### config.mk
export PLATFORM = sky130hd
export DESIGN_NAME = wn_pdcchrx_frequencyoffset_avg_flat
export DESIGN_NICKNAME = d
export VERILOG_FILES = /design/src/rtl/wn_pdcchrx_frequencyoffset_avg_if.sv /design/src/rtl/wn_pdcchrx_frequencyoffset_avg.sv /design/src/flat_wrapper.sv
export SDC_FILE = /design/constraint.sdc
export NUM_CORES = 1
export LEC_CHECK = 0
export BUFFER_PORTS_ARGS = -buffer_cell sky130_fd_sc_hd__buf_2
export CAP_MARGIN = 10
export CORE_ASPECT_RATIO = 1.5
export CORE_MARGIN = 4
export CORE_UTILIZATION = 35
export DETAILED_ROUTE_END_ITERATION = 6
export PLACE_DENSITY = 0.51
export SLEW_MARGIN = 20
export SYNTH_ARGS = -nofsm -noshare
export SYNTH_HDL_FRONTEND = slang
export SYNTH_SLANG_ARGS = --single-unit
### constraint.sdc
create_clock -name clk -period 10.2 [get_ports clk]
set_input_delay 1.02 -clock clk [delete_from_list [all_inputs] [get_ports clk]]
set_output_delay 1.02 -clock clk [all_outputs]
set_load 0.01 [all_outputs]
### src/rtl/wn_pdcchrx_frequencyoffset_avg_if.sv
// wn_pdcchrx_frequencyoffset_avg_if: config, correlation-in and average-out AXI-Stream bundle
interface wn_pdcchrx_frequencyoffset_avg_if #(parameter int DW = 24, parameter int CW = 8);
    logic [CW-1:0]   config_in_tdata;
    logic            config_in_tvalid;
    logic            config_in_tready;
    logic [2*DW-1:0] data_in_tdata;
    logic            data_in_tvalid;
    logic            data_in_tready;
    logic            data_in_tlast;
    logic [2*DW-1:0] data_out_tdata;
    logic            data_out_tvalid;
    logic            data_out_tready;
    logic            data_out_tlast;
    logic [1:0]      data_out_tuser;
    modport slave (
        input  config_in_tdata, config_in_tvalid, data_in_tdata, data_in_tvalid, data_in_tlast, data_out_tready,
        output config_in_tready, data_in_tready, data_out_tdata, data_out_tvalid, data_out_tlast, data_out_tuser
    );
    modport master (
        output config_in_tdata, config_in_tvalid, data_in_tdata, data_in_tvalid, data_in_tlast, data_out_tready,
        input  config_in_tready, data_in_tready, data_out_tdata, data_out_tvalid, data_out_tlast, data_out_tuser
    );
endinterface

### src/rtl/wn_pdcchrx_frequencyoffset_avg.sv
// wn_pdcchrx_frequencyoffset_avg: accumulates N complex correlations, rounds, shifts and saturates the sum
module wn_pdcchrx_frequencyoffset_avg #(
    parameter int DW = 24,
    parameter int CW = 8
) (
    input logic clk,
    input logic rst,
    wn_pdcchrx_frequencyoffset_avg_if.slave io
);
    localparam int AW = DW + 4;
    typedef enum logic [1:0] {IDLE, ACCUM, OUTPUT} state_t;
    state_t state;
    logic signed [AW-1:0] acc_re, acc_im, sum_re, sum_im;
    logic [3:0] cnt, n_m1, shift;
    logic [DW:0] res_re, res_im;
    logic last_beat, mism, cfg_rdy, dat_rdy, out_valid, out_last;
    logic [2*DW-1:0] out_data;
    logic [1:0] out_user;
    // returns {saturated, value}; one extra bit keeps the rounding add from wrapping
    function automatic logic [DW:0] rnd_sat(input logic signed [AW-1:0] a, input logic [3:0] sh);
        logic signed [AW:0] r;
        logic sat;
        r = (AW+1)'(a) + ((sh == 4'd0) ? '0 : (AW+1)'(1) << (sh - 4'd1));
        r = r >>> sh;
        sat = !(&r[AW:DW-1] || !(|r[AW:DW-1]));
        return {sat, sat ? {r[AW], {(DW-1){~r[AW]}}} : r[DW-1:0]};
    endfunction
    always_comb begin
        sum_re = acc_re + AW'($signed(io.data_in_tdata[DW-1:0]));
        sum_im = acc_im + AW'($signed(io.data_in_tdata[2*DW-1:DW]));
        last_beat = io.data_in_tlast || cnt == n_m1;
        mism = io.data_in_tlast ^ (cnt == n_m1);
        res_re = rnd_sat(sum_re, shift);
        res_im = rnd_sat(sum_im, shift);
    end
    always_ff @(posedge clk) begin
        if (rst) begin
            state <= IDLE;
            acc_re <= '0;
            acc_im <= '0;
            cnt <= '0;
            n_m1 <= '0;
            shift <= '0;
            cfg_rdy <= 1'b0;
            dat_rdy <= 1'b0;
            out_valid <= 1'b0;
            out_last <= 1'b0;
            out_data <= '0;
            out_user <= '0;
        end else begin
            case (state)
                IDLE: begin
                    cfg_rdy <= 1'b1;
                    if (cfg_rdy && io.config_in_tvalid) begin
                        n_m1 <= io.config_in_tdata[3:0];
                        shift <= io.config_in_tdata[7:4];
                        acc_re <= '0;
                        acc_im <= '0;
                        cnt <= '0;
                        cfg_rdy <= 1'b0;
                        dat_rdy <= 1'b1;
                        state <= ACCUM;
                    end
                end
                ACCUM: begin
                    if (io.data_in_tvalid) begin
                        acc_re <= sum_re;
                        acc_im <= sum_im;
                        cnt <= cnt + 4'd1;
                        if (last_beat) begin
                            out_data <= {res_im[DW-1:0], res_re[DW-1:0]};
                            out_user <= {res_im[DW] | res_re[DW], mism};
                            out_valid <= 1'b1;
                            out_last <= 1'b1;
                            dat_rdy <= 1'b0;
                            state <= OUTPUT;
                        end
                    end
                end
                OUTPUT: begin
                    if (io.data_out_tready) begin
                        out_valid <= 1'b0;
                        out_last <= 1'b0;
                        state <= IDLE;
                    end
                end
                default: state <= IDLE;
            endcase
        end
    end
    assign io.config_in_tready = cfg_rdy;
    assign io.data_in_tready = dat_rdy;
    assign io.data_out_tvalid = out_valid;
    assign io.data_out_tlast = out_last;
    assign io.data_out_tdata = out_data;
    assign io.data_out_tuser = out_user;
endmodule

### src/flat_wrapper.sv
// flat-port wrapper written by rule: the top's interface ports become plain ports
module wn_pdcchrx_frequencyoffset_avg_flat 
#(
    parameter int DW = 24,
    parameter int CW = 8
)
  (clk, rst, io_config_in_tdata, io_config_in_tvalid, io_data_in_tdata, io_data_in_tvalid, io_data_in_tlast, io_data_out_tready, io_config_in_tready, io_data_in_tready, io_data_out_tdata, io_data_out_tvalid, io_data_out_tlast, io_data_out_tuser);
  wn_pdcchrx_frequencyoffset_avg_if #(.DW(DW), .CW(CW)) io_i ();
  input logic clk;
  input logic rst;
  input wire logic [$bits(io_i.config_in_tdata)-1:0] io_config_in_tdata;
  input wire logic [$bits(io_i.config_in_tvalid)-1:0] io_config_in_tvalid;
  input wire logic [$bits(io_i.data_in_tdata)-1:0] io_data_in_tdata;
  input wire logic [$bits(io_i.data_in_tvalid)-1:0] io_data_in_tvalid;
  input wire logic [$bits(io_i.data_in_tlast)-1:0] io_data_in_tlast;
  input wire logic [$bits(io_i.data_out_tready)-1:0] io_data_out_tready;
  output wire logic [$bits(io_i.config_in_tready)-1:0] io_config_in_tready;
  output wire logic [$bits(io_i.data_in_tready)-1:0] io_data_in_tready;
  output wire logic [$bits(io_i.data_out_tdata)-1:0] io_data_out_tdata;
  output wire logic [$bits(io_i.data_out_tvalid)-1:0] io_data_out_tvalid;
  output wire logic [$bits(io_i.data_out_tlast)-1:0] io_data_out_tlast;
  output wire logic [$bits(io_i.data_out_tuser)-1:0] io_data_out_tuser;
  assign io_i.config_in_tdata = io_config_in_tdata;
  assign io_i.config_in_tvalid = io_config_in_tvalid;
  assign io_i.data_in_tdata = io_data_in_tdata;
  assign io_i.data_in_tvalid = io_data_in_tvalid;
  assign io_i.data_in_tlast = io_data_in_tlast;
  assign io_i.data_out_tready = io_data_out_tready;
  assign io_config_in_tready = io_i.config_in_tready;
  assign io_data_in_tready = io_i.data_in_tready;
  assign io_data_out_tdata = io_i.data_out_tdata;
  assign io_data_out_tvalid = io_i.data_out_tvalid;
  assign io_data_out_tlast = io_i.data_out_tlast;
  assign io_data_out_tuser = io_i.data_out_tuser;
  wn_pdcchrx_frequencyoffset_avg #(.DW(DW), .CW(CW)) u_core (.clk(clk), .rst(rst), .io(io_i));
endmodule
# Word level (Yosys, flattened, before mapping)
# Cells that the tools add are included.
[totals] ff_bits=123 elab_cells=78 inputBits=62 output_inout_bits=54
[op_classes] n_eq_ne=7 n_bitwise=4 n_reduce_logical=22 n_shift=3 mux=25 addsub=6
[op_table] cell="28-bit case mux with 2 select lines" count=2
[op_table] cell="28-bit two-way mux" count=3
[op_table] cell="29-bit adder" count=2
[op_table] cell="29-bit by 4-bit >>> shifter with 29-bit output" count=2
[op_table] cell="28-bit by 24-bit adder with 28-bit output" count=2
[op_table] cell="24-bit two-way mux" count=2
[op_table] cell="29-bit two-way mux" count=1
[op_table] cell="1-bit by 4-bit left shift with 29-bit output (first input constant)" count=1
[op_table] cell="4-bit AND reduction" count=3
[op_table] cell="6-bit AND reduction" count=2
[op_table] cell="6-bit OR reduction" count=2
[op_table] cell="2-bit two-way mux" count=4
[op_table] cell="4-bit two-way mux" count=2
[op_table] cell="4-bit case mux with 2 select lines" count=1
[op_table] cell="1-bit two-way mux" count=7
[op_table] cell="2-bit case mux with 3 select lines" count=1
[op_table] cell="3-bit AND reduction" count=2
[op_table] cell="4-bit by 1-bit adder with 4-bit output (second input constant)" count=1
[op_table] cell="4-bit == test" count=1
[op_table] cell="1-bit logical NOT" count=4
[op_table] cell="4-bit logical NOT" count=1
[op_table] cell="2-bit by 1-bit != test with 1-bit output (second input constant)" count=2
[op_table] cell="2-bit != test (second input constant)" count=2
[op_table] cell="1-bit case mux with 2 select lines" count=2
[op_table] cell="other kinds (11)" count=15

# Logic depth before layout (Yosys ltp)
[depth] ltp_word=10 ltp_mapped=25

# Worst setup path after synthesis
# OpenSTA, ideal clock, no wires.
[synth_path] path_type="input -> register" from="input io_data_in_tdata[0]" to="register u_core.out_data[15] (netlist: u_core.io.data_out_tdata[15])" slack_ns=4.158 cell_stages=22 t_arrival_ns=5.964 required_ns=10.122 cell_sequence="ha_1 -> fa_1 -> a21o_1 -> a221o_1 -> a21oi_1 -> o21ai_0 -> xor2_1 -> ha_1 -> nand2_1 -> nor2_1 -> and3_1 -> a221oi_1 -> nand3b_1 -> nand3b_1 -> o31ai_1 -> a21oi_1 -> or4_4 -> a211oi_2 -> o31a_1 -> o21ai_2 -> buf_2 -> nor3_1"
[synth_between] elab_chain_len=7
[synth_rtl] item="start, declared" line="flat_wrapper.sv:13" source="input wire logic [$bits(io_i.data_in_tdata)-1:0] io_data_in_tdata;"
[synth_rtl] item="28-bit by 24-bit adder with 28-bit output *" line="wn_pdcchrx_frequencyoffset_avg.sv:29" source="sum_re = acc_re + AW'($signed(io.data_in_tdata[DW-1:0]));"
[synth_rtl] item="29-bit adder *" line="wn_pdcchrx_frequencyoffset_avg.sv:23" source="r = (AW+1)'(a) + ((sh == 4'd0) ? '0 : (AW+1)'(1) << (sh - 4'd1));"
[synth_rtl] item="29-bit by 4-bit >>> shifter with 29-bit output *" line="wn_pdcchrx_frequencyoffset_avg.sv:24" source="r = r >>> sh;"
[synth_rtl] item="6-bit OR reduction" line="wn_pdcchrx_frequencyoffset_avg.sv:25" source="sat = !(&r[AW:DW-1] || !(|r[AW:DW-1]));"
[synth_rtl] item="1-bit logical NOT" line="wn_pdcchrx_frequencyoffset_avg.sv:25"
[synth_rtl] item="1-bit logical OR" line="wn_pdcchrx_frequencyoffset_avg.sv:25"
[synth_rtl] item="24-bit two-way mux *" line="wn_pdcchrx_frequencyoffset_avg.sv:26" source="return {sat, sat ? {r[AW], {(DW-1){~r[AW]}}} : r[DW-1:0]};"
[synth_rtl] item="end signal, assigned" line="wn_pdcchrx_frequencyoffset_avg.sv:71" source="out_data <= {res_im[DW-1:0], res_re[DW-1:0]};"
[synth_rtl] item="end, declared" line="wn_pdcchrx_frequencyoffset_avg.sv:17" source="logic [2*DW-1:0] out_data;"
# Mark *: on every way between the ends. The rest lies on a longest branch, timed or not.
# A chain may end at the register's enable or synchronous reset.

# Final worst setup path
[layout_path] from="input io_data_in_tdata[0]" to="register u_core.out_data[1] (netlist: u_core.io.data_out_tdata[1])"
# Same word-level chain as after synthesis.

==> run metrics <==
Post-route DRC 0; Die W 164 um; Yosys warning total 0; Die ar. 39800 um2; routed vias 12800; Inst Count DP 2203; Tmin final 6620 ps; CP endpoint kind flop; fraction of the yosys area taken by sequential cells 19.2%; Cells after Synth 1696; FF+latch count, synth 123; Register Area 2460 um2; CP max-delay cell or4_4; Initial DRC Count 780; worst skew pair latency 450 ps; status completed; layout cells sized above 1 15.7%; hold path endpoint u_core.io.data_out_tuser[0]$_SDFFE_PP0P_; PwrDens 122 nW/um2; Post-Syn Area 12800 um2; FMAX 0.151 GHz; non-filler cells, final 2235; Die Ht 242 um; # IOs 116; setup bufs post-CTS 0; XOR/XNOR Fraction of Synth Area 6.57%; Routed Antenna Nets 0; number of buffers created by CTS 17; Area Overhead vs Synth 11.2%; via count of the first global-routing pass 12200; Reg2Reg Depth 18; Synth Area in Compound Gates 30.4%; Avg Cell Area, Syn 7.55 um2; largest stage delay on the critical path 590 ps; Worst Max-Slew Pin Slew 1010 ps; Fin Clk Skew 14.5 ps; Post-synth EDFFs 0; FF-to-FF End u_core.io.data_out_tdata[1]$_SDFFE_PP0P_; Min-Delay Path Class reg -> reg; Max Cap Viol 0; WHS Path Cells 2; fill count 3819; CP Launch Type input port; CTS Sinks 123; post-CTS sizing 0; ys flop type dfxtp_1; CTS root buffer clkbuf_16; setup TNS 0 ps; most frequent cells in the layout nor2_1 (224), nand2_1 (160), a21oi_1 (154), dfxtp_1 (121), buf_2 (115); PortBufs 115; Core Rows 85; Synth Area in Simple Gates 21.7%; initial antenna violation count 0; Routed WL 41100 um; antenna cells 0; Total Nets Final 1898; Reg2Reg Setup Slack 3690 ps; gpl congestion 0.901; RSZ-0062 raised after global routing false; worst setup margin 3580 ps; crit-path cells buf_2 -> ha_1 -> fa_1 -> a21o_1 -> a221o_1 -> a21oi_1 -> o21ai_0 -> xor2_1 -> ha_1 -> nand2_1 -> o21ai_0 -> a21o_1 -> a221oi_1 -> nand3b_1 -> nand3b_1 -> o31ai_1 -> a21oi_1 -> or4_4 -> a31oi_4 -> o21ai_2 -> nor3_1; core footprint 36100 um2; Worst EP arrival 6980 ps; most common cell after layout, fill and taps aside nor2_1; Initial Util 35.5%; CTS H-tree depth 4; Final Max Slew Viols 0; mux share of post-synthesis cell area 8.27%; hold path start u_core.io.data_out_tuser[0]$_SDFFE_PP0P_; P_leak 6.20 nW; Reg-to-Reg Start u_core.shift[0]$_SDFFE_PP0P_; area share of fa/ha/maj cells after synthesis 9.22%; crit path kind in -> reg; Unique masters post-synth 105; Total Routing Usage GR 20.4%; first-pass GRT wire length 66200 um; Max Root-Sink Buffers 2; Worst-path clk slew 60 ps; Worst slew margin 32.1%; global route overflow 0; setup violators final 0; Tcrit/Tclk final 64.9%; Wirelength per Cell 18.4 um; routed vias/inst 5.71; Worst VDD drop 0.0998 mV; CP max FO 24; TritonRoute pass-1 iters 5; cts hold-fix bufs 0; pin count of the biggest net entering global routing 59; footprint of the multi-input gates 9790 um2; TritonCTS clock tree built; Final Hold Vio Count 0; detailed placement HPWL 32300 um; Post-Place Setup Slack 2840 ps; async set or reset register ratio after synthesis 0%; Critical Path RT 10560 ps; combinational family with the most area after synthesis compound AO/OA/AOI/OAI gates
==> routing by layer <==
| metal | wire (um) | track usage [%] | vias to the layer above | part of all wire (%) |
|---|---|---|---|---|
| met2 | 19100 | 32.9 | 300 | 46 |
| li1 | - | - | 6414 | - |
| met1 | 19300 | 27.8 | 5996 | 47 |
| met3 | 1550 | 2.81 | 56 | 3.8 |
| met4 | 1160 | 7.06 | 0 | 2.8 |
| met5 | 0 | 0 | - | 0 |
==> power breakdown <==
part / internal [W] / switching, W / total, W
Combinational: 0.000214 / 0.000369 / 0.000583
Clock: 0.000386 / 0.000254 / 0.000640
Sequential: 0.000500 / 0.0000120 / 0.000511
==> synth_stat cells (14+ instances only) <==
| cell | number | share of area (%) |
|---|---|---|
| mux2_2 | 22 | 1.9 |
| ha_1 | 88 | 8.6 |
| nand4_1 | 25 | 1.2 |
| nand3_1 | 35 | 1.4 |
| a21oi_1 | 154 | 6.0 |
| a22oi_1 | 53 | 3.1 |
| a31oi_1 | 17 | 0.83 |
| o21a_1 | 15 | 0.88 |
| a21oi_2 | 21 | 1.4 |
| o21ai_0 | 100 | 3.9 |
| clkbuf_1 | 70 | 2.1 |
| a21o_1 | 30 | 1.8 |
| a211oi_1 | 37 | 2.2 |
| and2_1 | 18 | 0.88 |
| o21bai_1 | 14 | 0.82 |
| nor3_1 | 39 | 1.5 |
| o211ai_1 | 21 | 1.2 |
| inv_1 | 21 | 0.62 |
| xnor2_1 | 57 | 3.9 |
| xor2_1 | 39 | 2.7 |
| nor2_1 | 226 | 6.6 |
| dfxtp_1 | 123 | 19 |
| nand2_1 | 160 | 4.7 |
| mux2i_1 | 71 | 5.5 |
==> how the worst max path moves through the flow <==
| stage | from | endpoint | cells after the start |
|---|---|---|---|
| 4_1_cts | u_core.shift[0]$_SDFFE_PP0P_ | u_core.io.data_out_tdata[1]$_SDFFE_PP0P_ | 18 |
| 6_report | io_data_in_tdata[0] | u_core.io.data_out_tdata[1]$_SDFFE_PP0P_ | 21 |
| 3_5_place_dp | io_data_in_tdata[0] | u_core.io.data_out_tdata[21]$_SDFFE_PP0P_ | 21 |
| 2_1_floorplan | io_data_in_tdata[0] | u_core.io.data_out_tdata[15]$_SDFFE_PP0P_ | 22 |
| 5_1_grt | io_data_in_tdata[0] | u_core.io.data_out_tdata[1]$_SDFFE_PP0P_ | 21 |
| 3_3_place_gp | io_data_in_tdata[0] | u_core.io.data_out_tdata[22]$_SDFFE_PP0P_ | 21 |
==> sequential cells by signal (all words and copies together) (netlist names) <==
register	cells
u_core.io.data_out_tdata	48
u_core.acc_im	28
u_core.acc_re	28
u_core.cnt	4
u_core.n_m1	4
u_core.shift	4
u_core.io.data_out_tuser	2
u_core.state	2
u_core.io.config_in_tready	1
u_core.io.data_in_tready	1
u_core.io.data_out_tvalid	1
==> stage by stage <==
stage          util (%)  power (W)  hold WS [ps]  cell area [um2]
2_1_floorplan         -   0.000950           436            12800
3_3_place_gp       37.8    0.00110           453            13600
3_5_place_dp       37.8    0.00110           459            13600
4_1_cts            39.5    0.00175           467            14200
5_1_grt            39.5    0.00184           503            14200
6_report           39.5    0.00173           463            14200
==> final cells by class <==
type / instances / share of cell area [%]
well taps: 478 / 4.20
multi-input cells: 1448 / 68.8
inverters: 22 / 0.580
flip-flops and latches: 123 / 17.3
clock buffers: 19 / 3.04
clock inverters: 13 / 1.18
repair buffers: 132 / 4.94
==> logic make-up after synthesis <==
kind of cell,Yosys count
adder cells (fa/ha/maj),92
flip-flops,123
AO/OA/AOI/OAI,573
AND/OR/NAND/NOR,587
buffers and inverters,126
other,1
XOR/XNOR,96
multiplexers,98
==> critical path, delay by kind of cell <==
| kind | cells | cell delay [ps] |
|---|---|---|
| xor gates and xnor gates | 1 | 190 |
| and+or+nand+nor | 5 | 1530 |
| adders and majority gates | 3 | 1040 |
| AOI/OAI and AO/OA | 11 | 3090 |
| buffers and inverters | 1 | 100 |
No activity file was read; power rests on OpenSTA's default activity.
